**src/rtl/acc_op_issuer_if.sv**
```systemverilog
// Command-issue bundle between the node decoder, source port, and `registers`.
// flag_sat exists only when ACC_SAT_FLAG_EN is defined.
interface acc_op_issuer_if #(
    parameter int WIDTH = 11
);
    logic             op_valid;
    logic             op_ready;
    logic [2:0]       op_code;
    logic             op_use_port;
    logic [WIDTH-1:0] op_imm;
    logic             src_valid;
    logic [WIDTH-1:0] src_data;
    logic             src_ack;
    logic [WIDTH-1:0] acc_in;
    logic [1:0]       reg_instr;
    logic [WIDTH-1:0] reg_val;
    logic             reg_en;
    logic             flag_z;
    logic             flag_n;
`ifdef ACC_SAT_FLAG_EN
    logic             flag_sat;
`endif

    modport master (
        input  op_valid, op_code, op_use_port, op_imm, src_valid, src_data, acc_in,
        output op_ready, src_ack, reg_instr, reg_val, reg_en, flag_z, flag_n
`ifdef ACC_SAT_FLAG_EN
        , output flag_sat
`endif
    );

    modport slave (
        output op_valid, op_code, op_use_port, op_imm, src_valid, src_data, acc_in,
        input  op_ready, src_ack, reg_instr, reg_val, reg_en, flag_z, flag_n
`ifdef ACC_SAT_FLAG_EN
        , input flag_sat
`endif
    );
endinterface

```
**src/rtl/acc_op_issuer.sv**
```systemverilog
// ACC op issuer: accepts decoder ops, fetches blocking port operands, and drives one
// saturated `registers` command per op. Define ACC_SAT_FLAG_EN for the sticky flag_sat.
module acc_op_issuer #(
    parameter int WIDTH   = 11,
    parameter int SAT_MAX = 999
) (
    input logic             clk,
    input logic             reset,
    input logic             clk_en,
    acc_op_issuer_if.master bus
);
    localparam logic [1:0] S_IDLE     = 2'd0;
    localparam logic [1:0] S_WAIT_SRC = 2'd1;
    localparam logic [1:0] S_ISSUE    = 2'd2;

    localparam logic [2:0] OP_NOP = 3'd0;
    localparam logic [2:0] OP_MOV = 3'd1;
    localparam logic [2:0] OP_ADD = 3'd2;
    localparam logic [2:0] OP_SUB = 3'd3;
    localparam logic [2:0] OP_NEG = 3'd4;
    localparam logic [2:0] OP_SAV = 3'd5;
    localparam logic [2:0] OP_SWP = 3'd6;

    localparam logic [1:0] CMD_HOLD = 2'b00;
    localparam logic [1:0] CMD_LOAD = 2'b01;
    localparam logic [1:0] CMD_SAV  = 2'b10;
    localparam logic [1:0] CMD_SWP  = 2'b11;

    localparam logic signed [WIDTH:0] SAT_HI = (WIDTH+1)'(SAT_MAX);
    localparam logic signed [WIDTH:0] SAT_LO = -SAT_HI;

    logic [1:0]       state_q, state_d;
    logic [2:0]       op_code_q, op_code_d;
    logic [1:0]       reg_instr_q, reg_instr_d;
    logic [WIDTH-1:0] reg_val_q, reg_val_d;
    logic             flag_z_q, flag_z_d;
    logic             flag_n_q, flag_n_d;
    logic             swp_pend_q, swp_pend_d;
`ifdef ACC_SAT_FLAG_EN
    logic             sat_q, sat_d;
`endif

    logic                    op_ready, src_ack, reg_en, load, is_arith;
    logic [2:0]              op_sel;
    logic [WIDTH-1:0]        opnd_sel, sat_val;
    logic signed [WIDTH:0]   acc_x, opnd_x, raw;
    logic [1:0]              cmd;

    assign op_ready = (state_q == S_IDLE) && !reset;
    assign src_ack  = (state_q == S_WAIT_SRC) && bus.src_valid && clk_en && !reset;
    assign reg_en   = (state_q == S_ISSUE) && clk_en && !reset;

    // The result is computed on the cycle the operand becomes available (accept or
    // src_ack) and registered, so no separate operand latch is needed.
    always_comb begin
        op_sel   = (state_q == S_IDLE) ? bus.op_code : op_code_q;
        opnd_sel = (state_q == S_IDLE) ? bus.op_imm : bus.src_data;
        acc_x    = $signed({bus.acc_in[WIDTH-1], bus.acc_in});
        opnd_x   = $signed({opnd_sel[WIDTH-1], opnd_sel});
        is_arith = (op_sel == OP_MOV) || (op_sel == OP_ADD) || (op_sel == OP_SUB);
        raw      = acc_x;
        cmd      = CMD_HOLD;
        case (op_sel)
            OP_MOV: begin raw = opnd_x;          cmd = CMD_LOAD; end
            OP_ADD: begin raw = acc_x + opnd_x;  cmd = CMD_LOAD; end
            OP_SUB: begin raw = acc_x - opnd_x;  cmd = CMD_LOAD; end
            OP_NEG: begin raw = -acc_x;          cmd = CMD_LOAD; end
            OP_SAV: cmd = CMD_SAV;
            OP_SWP: cmd = CMD_SWP;
            default: cmd = CMD_HOLD;
        endcase
        if (raw > SAT_HI)      sat_val = SAT_HI[WIDTH-1:0];
        else if (raw < SAT_LO) sat_val = SAT_LO[WIDTH-1:0];
        else                   sat_val = raw[WIDTH-1:0];
    end

    always_comb begin
        state_d     = state_q;
        op_code_d   = op_code_q;
        reg_instr_d = reg_instr_q;
        reg_val_d   = reg_val_q;
        flag_z_d    = flag_z_q;
        flag_n_d    = flag_n_q;
        swp_pend_d  = swp_pend_q;
`ifdef ACC_SAT_FLAG_EN
        sat_d       = sat_q;
`endif
        load        = 1'b0;
        if (clk_en) begin
            // SWP flags follow the swapped ACC, visible one cycle after the issue.
            if (swp_pend_q) begin
                flag_z_d   = (bus.acc_in == '0);
                flag_n_d   = bus.acc_in[WIDTH-1];
                swp_pend_d = 1'b0;
            end
            case (state_q)
                S_IDLE: begin
                    if (bus.op_valid) begin
                        op_code_d = bus.op_code;
                        if (bus.op_use_port && is_arith) begin
                            state_d = S_WAIT_SRC;
                        end else begin
                            state_d = S_ISSUE;
                            load    = 1'b1;
                        end
                    end
                end
                S_WAIT_SRC: begin
                    if (src_ack) begin
                        state_d = S_ISSUE;
                        load    = 1'b1;
                    end
                end
                S_ISSUE: begin
                    state_d = S_IDLE;
                    if (reg_instr_q == CMD_LOAD) begin
                        flag_z_d = (reg_val_q == '0);
                        flag_n_d = reg_val_q[WIDTH-1];
                    end
                    if (reg_instr_q == CMD_SWP) swp_pend_d = 1'b1;
                end
                default: state_d = S_IDLE;
            endcase
            if (load) begin
                reg_instr_d = cmd;
                if (cmd == CMD_LOAD) reg_val_d = sat_val;
`ifdef ACC_SAT_FLAG_EN
                if (is_arith && (raw > SAT_HI || raw < SAT_LO)) sat_d = 1'b1;
`endif
            end
        end
    end

    always_ff @(posedge clk) begin
        if (reset) begin
            state_q     <= S_IDLE;
            op_code_q   <= OP_NOP;
            reg_instr_q <= CMD_HOLD;
            reg_val_q   <= '0;
            flag_z_q    <= 1'b1;
            flag_n_q    <= 1'b0;
            swp_pend_q  <= 1'b0;
`ifdef ACC_SAT_FLAG_EN
            sat_q       <= 1'b0;
`endif
        end else begin
            state_q     <= state_d;
            op_code_q   <= op_code_d;
            reg_instr_q <= reg_instr_d;
            reg_val_q   <= reg_val_d;
            flag_z_q    <= flag_z_d;
            flag_n_q    <= flag_n_d;
            swp_pend_q  <= swp_pend_d;
`ifdef ACC_SAT_FLAG_EN
            sat_q       <= sat_d;
`endif
        end
    end

    assign bus.op_ready  = op_ready;
    assign bus.src_ack   = src_ack;
    assign bus.reg_en    = reg_en;
    assign bus.reg_instr = reg_instr_q;
    assign bus.reg_val   = reg_val_q;
    assign bus.flag_z    = flag_z_q;
    assign bus.flag_n    = flag_n_q;
`ifdef ACC_SAT_FLAG_EN
    assign bus.flag_sat  = sat_q;
`endif
endmodule

```
**src/flat_wrapper.sv**
```systemverilog
// flat-port wrapper written by rule: the top's interface ports become plain ports
module acc_op_issuer_flat 
#(
    parameter int WIDTH   = 11,
    parameter int SAT_MAX = 999
)
  (clk, reset, clk_en, bus_op_valid, bus_op_code, bus_op_use_port, bus_op_imm, bus_src_valid, bus_src_data, bus_acc_in, bus_op_ready, bus_src_ack, bus_reg_instr, bus_reg_val, bus_reg_en, bus_flag_z, bus_flag_n);
  acc_op_issuer_if #(.WIDTH(WIDTH)) bus_i ();
  input logic clk;
  input logic reset;
  input logic clk_en;
  input wire logic [$bits(bus_i.op_valid)-1:0] bus_op_valid;
  input wire logic [$bits(bus_i.op_code)-1:0] bus_op_code;
  input wire logic [$bits(bus_i.op_use_port)-1:0] bus_op_use_port;
  input wire logic [$bits(bus_i.op_imm)-1:0] bus_op_imm;
  input wire logic [$bits(bus_i.src_valid)-1:0] bus_src_valid;
  input wire logic [$bits(bus_i.src_data)-1:0] bus_src_data;
  input wire logic [$bits(bus_i.acc_in)-1:0] bus_acc_in;
  output wire logic [$bits(bus_i.op_ready)-1:0] bus_op_ready;
  output wire logic [$bits(bus_i.src_ack)-1:0] bus_src_ack;
  output wire logic [$bits(bus_i.reg_instr)-1:0] bus_reg_instr;
  output wire logic [$bits(bus_i.reg_val)-1:0] bus_reg_val;
  output wire logic [$bits(bus_i.reg_en)-1:0] bus_reg_en;
  output wire logic [$bits(bus_i.flag_z)-1:0] bus_flag_z;
  output wire logic [$bits(bus_i.flag_n)-1:0] bus_flag_n;
  assign bus_i.op_valid = bus_op_valid;
  assign bus_i.op_code = bus_op_code;
  assign bus_i.op_use_port = bus_op_use_port;
  assign bus_i.op_imm = bus_op_imm;
  assign bus_i.src_valid = bus_src_valid;
  assign bus_i.src_data = bus_src_data;
  assign bus_i.acc_in = bus_acc_in;
  assign bus_op_ready = bus_i.op_ready;
  assign bus_src_ack = bus_i.src_ack;
  assign bus_reg_instr = bus_i.reg_instr;
  assign bus_reg_val = bus_i.reg_val;
  assign bus_reg_en = bus_i.reg_en;
  assign bus_flag_z = bus_i.flag_z;
  assign bus_flag_n = bus_i.flag_n;
  acc_op_issuer #(.WIDTH(WIDTH), .SAT_MAX(SAT_MAX)) u_core (.clk(clk), .reset(reset), .clk_en(clk_en), .bus(bus_i));
endmodule
```
**config.mk**
```make
export PLATFORM = sky130hd
export DESIGN_NAME = acc_op_issuer_flat
export DESIGN_NICKNAME = d
export VERILOG_FILES = /design/src/rtl/acc_op_issuer_if.sv /design/src/rtl/acc_op_issuer.sv /design/src/flat_wrapper.sv
export SDC_FILE = /design/constraint.sdc
export NUM_CORES = 1
export LEC_CHECK = 0
export ABC_AREA = 0
export ABC_CLOCK_PERIOD_IN_PS = 14920
export CAP_MARGIN = 20
export CELL_PAD_IN_SITES_DETAIL_PLACEMENT = 1
export CELL_PAD_IN_SITES_GLOBAL_PLACEMENT = 1
export CORE_MARGIN = 3
export CORE_UTILIZATION = 40
export DETAILED_ROUTE_END_ITERATION = 6
export PLACE_DENSITY_LB_ADDON = 0.1
export SLEW_MARGIN = 10
export SYNTH_ARGS = -nofsm -noshare
export SYNTH_HDL_FRONTEND = slang
export SYNTH_SLANG_ARGS = --single-unit
```
**constraint.sdc**
```tcl
create_clock -name clk -period 14.92 [get_ports clk]
set_input_delay 2.984 -clock clk [delete_from_list [all_inputs] [get_ports clk]]
set_output_delay 2.984 -clock clk [all_outputs]
set_load 0.005 [all_outputs]
```
==> results of run 1 <==
-- placed cells by master, fill, tap and decap left out, types with 4 or more instances in the layout --
cell / count
a211oi_1: 5
a21o_1: 5
a21oi_1: 18
a221oi_1: 7
a31oi_1: 12
and3_1: 4
clkdlybuf4s50_1: 59
dfxtp_1: 21
ha_1: 13
inv_1: 13
mux2i_1: 16
nand2_1: 32
nand2b_1: 4
nand3_1: 4
nor2_1: 28
nor3_1: 15
nor4_1: 6
nor4b_1: 4
o21a_1: 8
o21ai_0: 15
o22ai_1: 6
o31ai_1: 4
or3_1: 5
xnor2_1: 5
xor2_1: 15
-- where the power goes --
| part | internal (mW) | switching [mW] |
|---|---|---|
| Clock | 0.0191 | 0.0192 |
| Sequential | 0.0599 | 0.00468 |
| Combinational | 0.0615 | 0.0776 |
-- worst paths after layout --
kind,start,end,slack (ps),cells past startpoint
max reg2reg,u_core.state_q[0]$_SDFFE_PP0P_,u_core.bus.reg_val[4]$_SDFFE_PP0P_,9720,17
max,reset,bus_src_ack,7090,3
min reg2reg,u_core.bus.flag_n$_SDFFE_PP0P_,u_core.bus.flag_n$_SDFFE_PP0P_,480,2
min,u_core.bus.flag_n$_SDFFE_PP0P_,u_core.bus.flag_n$_SDFFE_PP0P_,480,2
-- worst max-delay path: stages --
cell	delay (ps)
clkdlybuf4s50_1	730
nor4b_1	530
clkdlybuf4s50_1	590
-- logic make-up (layout without fill, tap and decap cells) --
group	Yosys count	after routing
compound gates	114	114
simple gates	125	125
fa+ha+maj	14	14
flops	21	21
mux	20	20
buf+inv	29	78
xor+xnor	20	20
-- state kept, by name, indices dropped and copies added, names as in the netlist --
signal,cells
u_core.bus.flag_n,1
u_core.bus.flag_z,1
u_core.bus.reg_instr,2
u_core.bus.reg_val,11
u_core.op_code_q,3
u_core.state_q,2
u_core.swp_pend_q,1
-- layer usage --
layer | up-vias | track usage, % | share of wire (%) | wire [µm]
met1 | 1397 | 35.9 | 48 | 4350
met3 | 11 | 2.38 | 5.8 | 528
li1 | 1413 | - | - | -
met2 | 96 | 38.9 | 46 | 4150
met5 | - | 0 | 0 | 0
met4 | 0 | 3.54 | 0.94 | 86
-- layout make-up --
class	instances	area share, %
Inverter	13	1.50
Multi-Input combinational cell	293	62.7
Sequential cell	21	12.9
Tap cell	75	2.88
Timing Repair Buffer	61	18.6
Clock buffer	4	1.38
==> results.yml, run 1 <==
layout:
  final_util_pct: 53.4
  final_nets: 449
  seq_area_um2: 420
  drive_above_1_share_pct: 4.34
  multiInputGateArea_um2: 2040
  fillers: 767
  final_area_um2: 3250
  synthToLayoutAreaGrowth_pct: 25.5
  stdcell_count: 467
  n_antenna_cell: 0
logic_synthesis:
  synth-simple-area-share_pct: 25.7
  async_reset_ff_share_pct: 0
  yosys-top-cells-count: "nand2_1 (32), nor2_1 (28), dfxtp_1 (21)"
  synth_edf_count: 0
  syn_inst: 343
  yosys_warnings: 0
  synthMuxAreaShare_pct: 7.92
  synth_xor_area_share_pct: 6.76
  synth_fa_ha_area_share_pct: 7.05
  seq_area_frac_synth_pct: 16.2
  yosys-top-cells-area: "dfxtp_1 (16%), ha_1 (6.3%), mux2i_1 (6.2%)"
  synth_cell_types: 68
  synth_top_area_share_pct: 16.2
  ys.flop_type: "dfxtp_1"
  syn_avg_cell_area_um2: 7.56
  synth_compound_gate_area_share_pct: 31.2
  syn_nets: 399
  synth_area_um2: 2590
  synthMostInstantiatedCell: "nand2_1"
  yosysTopAreaCell: "dfxtp_1"
  synth_top_family_by_area: "compound AO/OA/AOI/OAI gates"
  ys_seq_elements: 21
sta:
  tns_ps: 0
  relSlewSlack_pct: 41.8
  worstMarginPinSlew_ps: 869
  finalHoldViolCount: 0
  drv_slew: 0
  post-route-min-period_ps: 7830
  finalCritPeriodShare_pct: 52.4
  setup_viol: 0
  rsz0062_at_grt: "no"
  setup_ws_ps: 7090
  skew_ps: 6.65
  timing.hold.ws_ps: 479
  fmax_ghz: 0.128
global_routing:
  grt_pass1_wl_um: 14700
  overflow: 0
  antenna_found_initial: 0
  grt_pass1_vias: 2834
  grt_max_degree: 24
  gr-usage-all-layers_pct: 24.3
route:
  initialDrtViolationCount: 204
  routed_wl_um: 9110
  dr.pass1.iters: 6
  drc: 0
  via_per_inst: 6.25
  antenna_left: 0
  num_vias: 2917
  post_drt_wl_per_cell_um: 19.5
clock_tree:
  clk_pin_slew_ps: 80
  cts_resized: 0
  hold_buffers: 0
  postCtsSetupRepairBufs: 0
  clkLatencyLatePin_ps: 270
  clock-sinks: 21
  numCtsBuffers: 3
  clockRootBuffer: "clkbuf_8"
  cts.path.max_buffers: 2
  h-tree-depth: 1
  cts_tree: "yes"
floorplanning:
  fp.dieW_um: 86.5
  die-height_um: 86.5
  start_util_pct: 42.5
  core_um2: 6100
  ios: 60
  dieArea_um2: 7480
  rows: 28
critical_path:
  worstPathRequired_ps: 11940
  crit_type: "primary input to output port"
  path_max_fanout: 17
  worstPathArrival_ps: 4840
  cp-end-kind: "output port"
  startpoint_type: "primary input"
power_and_ir_drop:
  powerDensity_nw_per_um2: 74.4
  p_leak_nw: 1.20
  ir_worst_vdd_mv: 0.0445
  fin_total_pwr_mw: 0.242
placement:
  place_ws_ps: 7030
  gp_congestion: 0.899
  dpl.hpwl_um: 7350
  numPlacedInstances: 462
  io_buffers: 59
  place_area_um2: 3200
worst_hold_path:
  hp-class: "flop to flop"
outcome:
  status: "finished clean"
run:
  max-cap-violations: 0
Power figures use the tool's default switching activity.
==> run 2, diff against run 1 <==
ABC_CLOCK_PERIOD_IN_PS = 7600   (was 14920)
CORE_UTILIZATION = 37   (was 40)
clock period = 7.6 ns   (was 14.92 ns; I/O delays follow)
==> results.yml, run 2 (synthesis gave the netlist of run 1 again) <==
sta:
  post-route-min-period_ps: 6210
  tns_ps: 0
  finalCritPeriodShare_pct: 81.7
  skew_ps: 3.61
  drv_slew: 0
  setup_viol: 0
  finalHoldViolCount: 0
  fmax_ghz: 0.161
  worstMarginPinSlew_ps: 909
  rsz0062_at_grt: "no"
  relSlewSlack_pct: 39.1
clock_tree:
  clockRootBuffer: "clkbuf_8"
  postCtsSetupRepairBufs: 0
  hold_buffers: 0
  numCtsBuffers: 3
  cts_tree: "yes"
  h-tree-depth: 1
  cts.path.max_buffers: 2
  cts_resized: 0
  clkLatencyLatePin_ps: 260
  clk_pin_slew_ps: 80
  clock-sinks: 21
power_and_ir_drop:
  seqPwrFrac_pct: 26.9
  p_int_mw: 0.275
  switchingPower_mw: 0.197
  ir_worst_vdd_mv: 0.0950
  p_leak_nw: 1.20
  power_frac_comb_pct: 57.8
  clock_power_share_pct: 15.3
  powerDensity_nw_per_um2: 144
  swShare_pct: 41.8
critical_path:
  crit_buf_inv: 2
  cp-end-kind: "flop"
  slowest_delay_ps: 620
  path_max_fanout: 9
  cp_common_cell: "nor2_1"
  path_cells: "clkdlybuf4s50_1 > or4b_1 > o21a_1 > nor2_1 > nor2_1 > a21oi_1 > inv_1 > ha_1 > nor2b_1 > o31a_1 > o32ai_1 > xor2_1 > o21ai_1 > or2_0 > o41a_1 > o31ai_2 > a31oi_1"
  startpoint_type: "primary input"
  slowest_stage: "clkdlybuf4s50_1"
  path_delay_family: "compound AO/OA/AOI/OAI gates"
  regToRegSetupSlack_ps: 2320
  crit_type: "primary input to flop"
  worstPathArrival_ps: 6330
  worstPathRequired_ps: 7720
floorplanning:
  core_um2: 6570
  rows: 29
  fp.dieW_um: 89.7
  die-height_um: 89.7
  ios: 60
  start_util_pct: 39.5
  dieArea_um2: 8050
global_routing:
  grt_use_met3_pct: 3.84
  grt_use_met2_pct: 37.0
  antenna_found_initial: 0
  grt_max_degree: 23
  top_usage_layer: "met2"
  grt_util_met1_pct: 31.5
  overflow: 0
  gr-usage-all-layers_pct: 22.6
  grt_pass1_vias: 2965
  grt_pass1_wl_um: 15300
route:
  via_per_inst: 5.99
  initialDrtViolationCount: 169
  post_drt_wl_per_cell_um: 18.8
  routed_wl_um: 9140
  drc: 0
  antenna_left: 0
  dr.pass1.iters: 4
  num_vias: 2907
placement:
  io_buffers: 59
  gp_congestion: 0.897
  dpl.hpwl_um: 7360
  place_area_um2: 3220
  numPlacedInstances: 480
layout:
  final_area_um2: 3280
  stdcell_count: 485
  drive_above_1_share_pct: 4.59
  synthToLayoutAreaGrowth_pct: 26.4
  final_nets: 449
  final_common_cell: "clkdlybuf4s50_1"
  largest_register_ff_count: 11
  fillers: 813
  n_antenna_cell: 0
  final_cell_mix: "clkdlybuf4s50_1 (59), nand2_1 (32), nor2_1 (28), dfxtp_1 (21), a21oi_1 (18)"
run:
  max-cap-violations: 0
worst_hold_path:
  hp-class: "flop to flop"
outcome:
  status: "finished clean"
## run 2: power by group through the flow
| stage | Clock, mW | Combinational (mW) | Sequential [mW] |
|---|---|---|---|
| floorplan | 0 | 0.181 | 0.126 |
| global placement | 0 | 0.264 | 0.129 |
| detailed placement | 0 | 0.270 | 0.129 |
| CTS | 0.0755 | 0.271 | 0.127 |
| global route | 0.0806 | 0.301 | 0.129 |
| finish | 0.0719 | 0.272 | 0.127 |
## run 2: layout make-up
class                   count  area [µm²]  area share (%)
multi-input cells         293        2040            62.2
repair buffers             61         606            18.5
flip-flops and latches     21         420            12.8
well taps                  93         116            3.55
inverters                  13        48.8            1.49
clock buffers               3        41.3            1.26
clock inverters             1        5.00           0.153
## run 2: tightest hold or removal path, delay by kind of cell (launching register included)
kind / cells / cell delay (ps)
DFF: 1 / 310
AOI/OAI and AO/OA: 1 / 60
buffers and inverters: 1 / 50
## run 2: through the flow
step	power [mW]	hold slack (ps)	worst slack [ps]	util, %
6_report	0.471	476	1390	49.9
5_1_grt	0.510	514	994	49.9
4_1_cts	0.474	484	1410	49.8
3_5_place_dp	0.399	472	1130	49.1
3_3_place_gp	0.393	465	1270	49.1
2_1_floorplan	0.307	464	2030	-
## run 2: worst paths after layout
path / start / end / depth (start not counted)
setup reg to reg: u_core.state_q[0]$_SDFFE_PP0P_ / u_core.bus.reg_val[8]$_SDFFE_PP0P_ / 17
hold reg to reg: u_core.bus.flag_n$_SDFFE_PP0P_ / u_core.bus.flag_n$_SDFFE_PP0P_ / 2
setup / recovery: bus_op_code[0] / u_core.bus.reg_val[8]$_SDFFE_PP0P_ / 17
hold / removal: u_core.bus.flag_n$_SDFFE_PP0P_ / u_core.bus.flag_n$_SDFFE_PP0P_ / 2
## run 2: per-layer routing
layer / vias to the layer above / share of wire (%) / routed length (µm)
li1: 1416 / - / -
met4: 0 / 1.2 / 112
met5: - / 0 / 0
met2: 87 / 46 / 4180
met1: 1396 / 48 / 4420
met3: 8 / 4.6 / 423
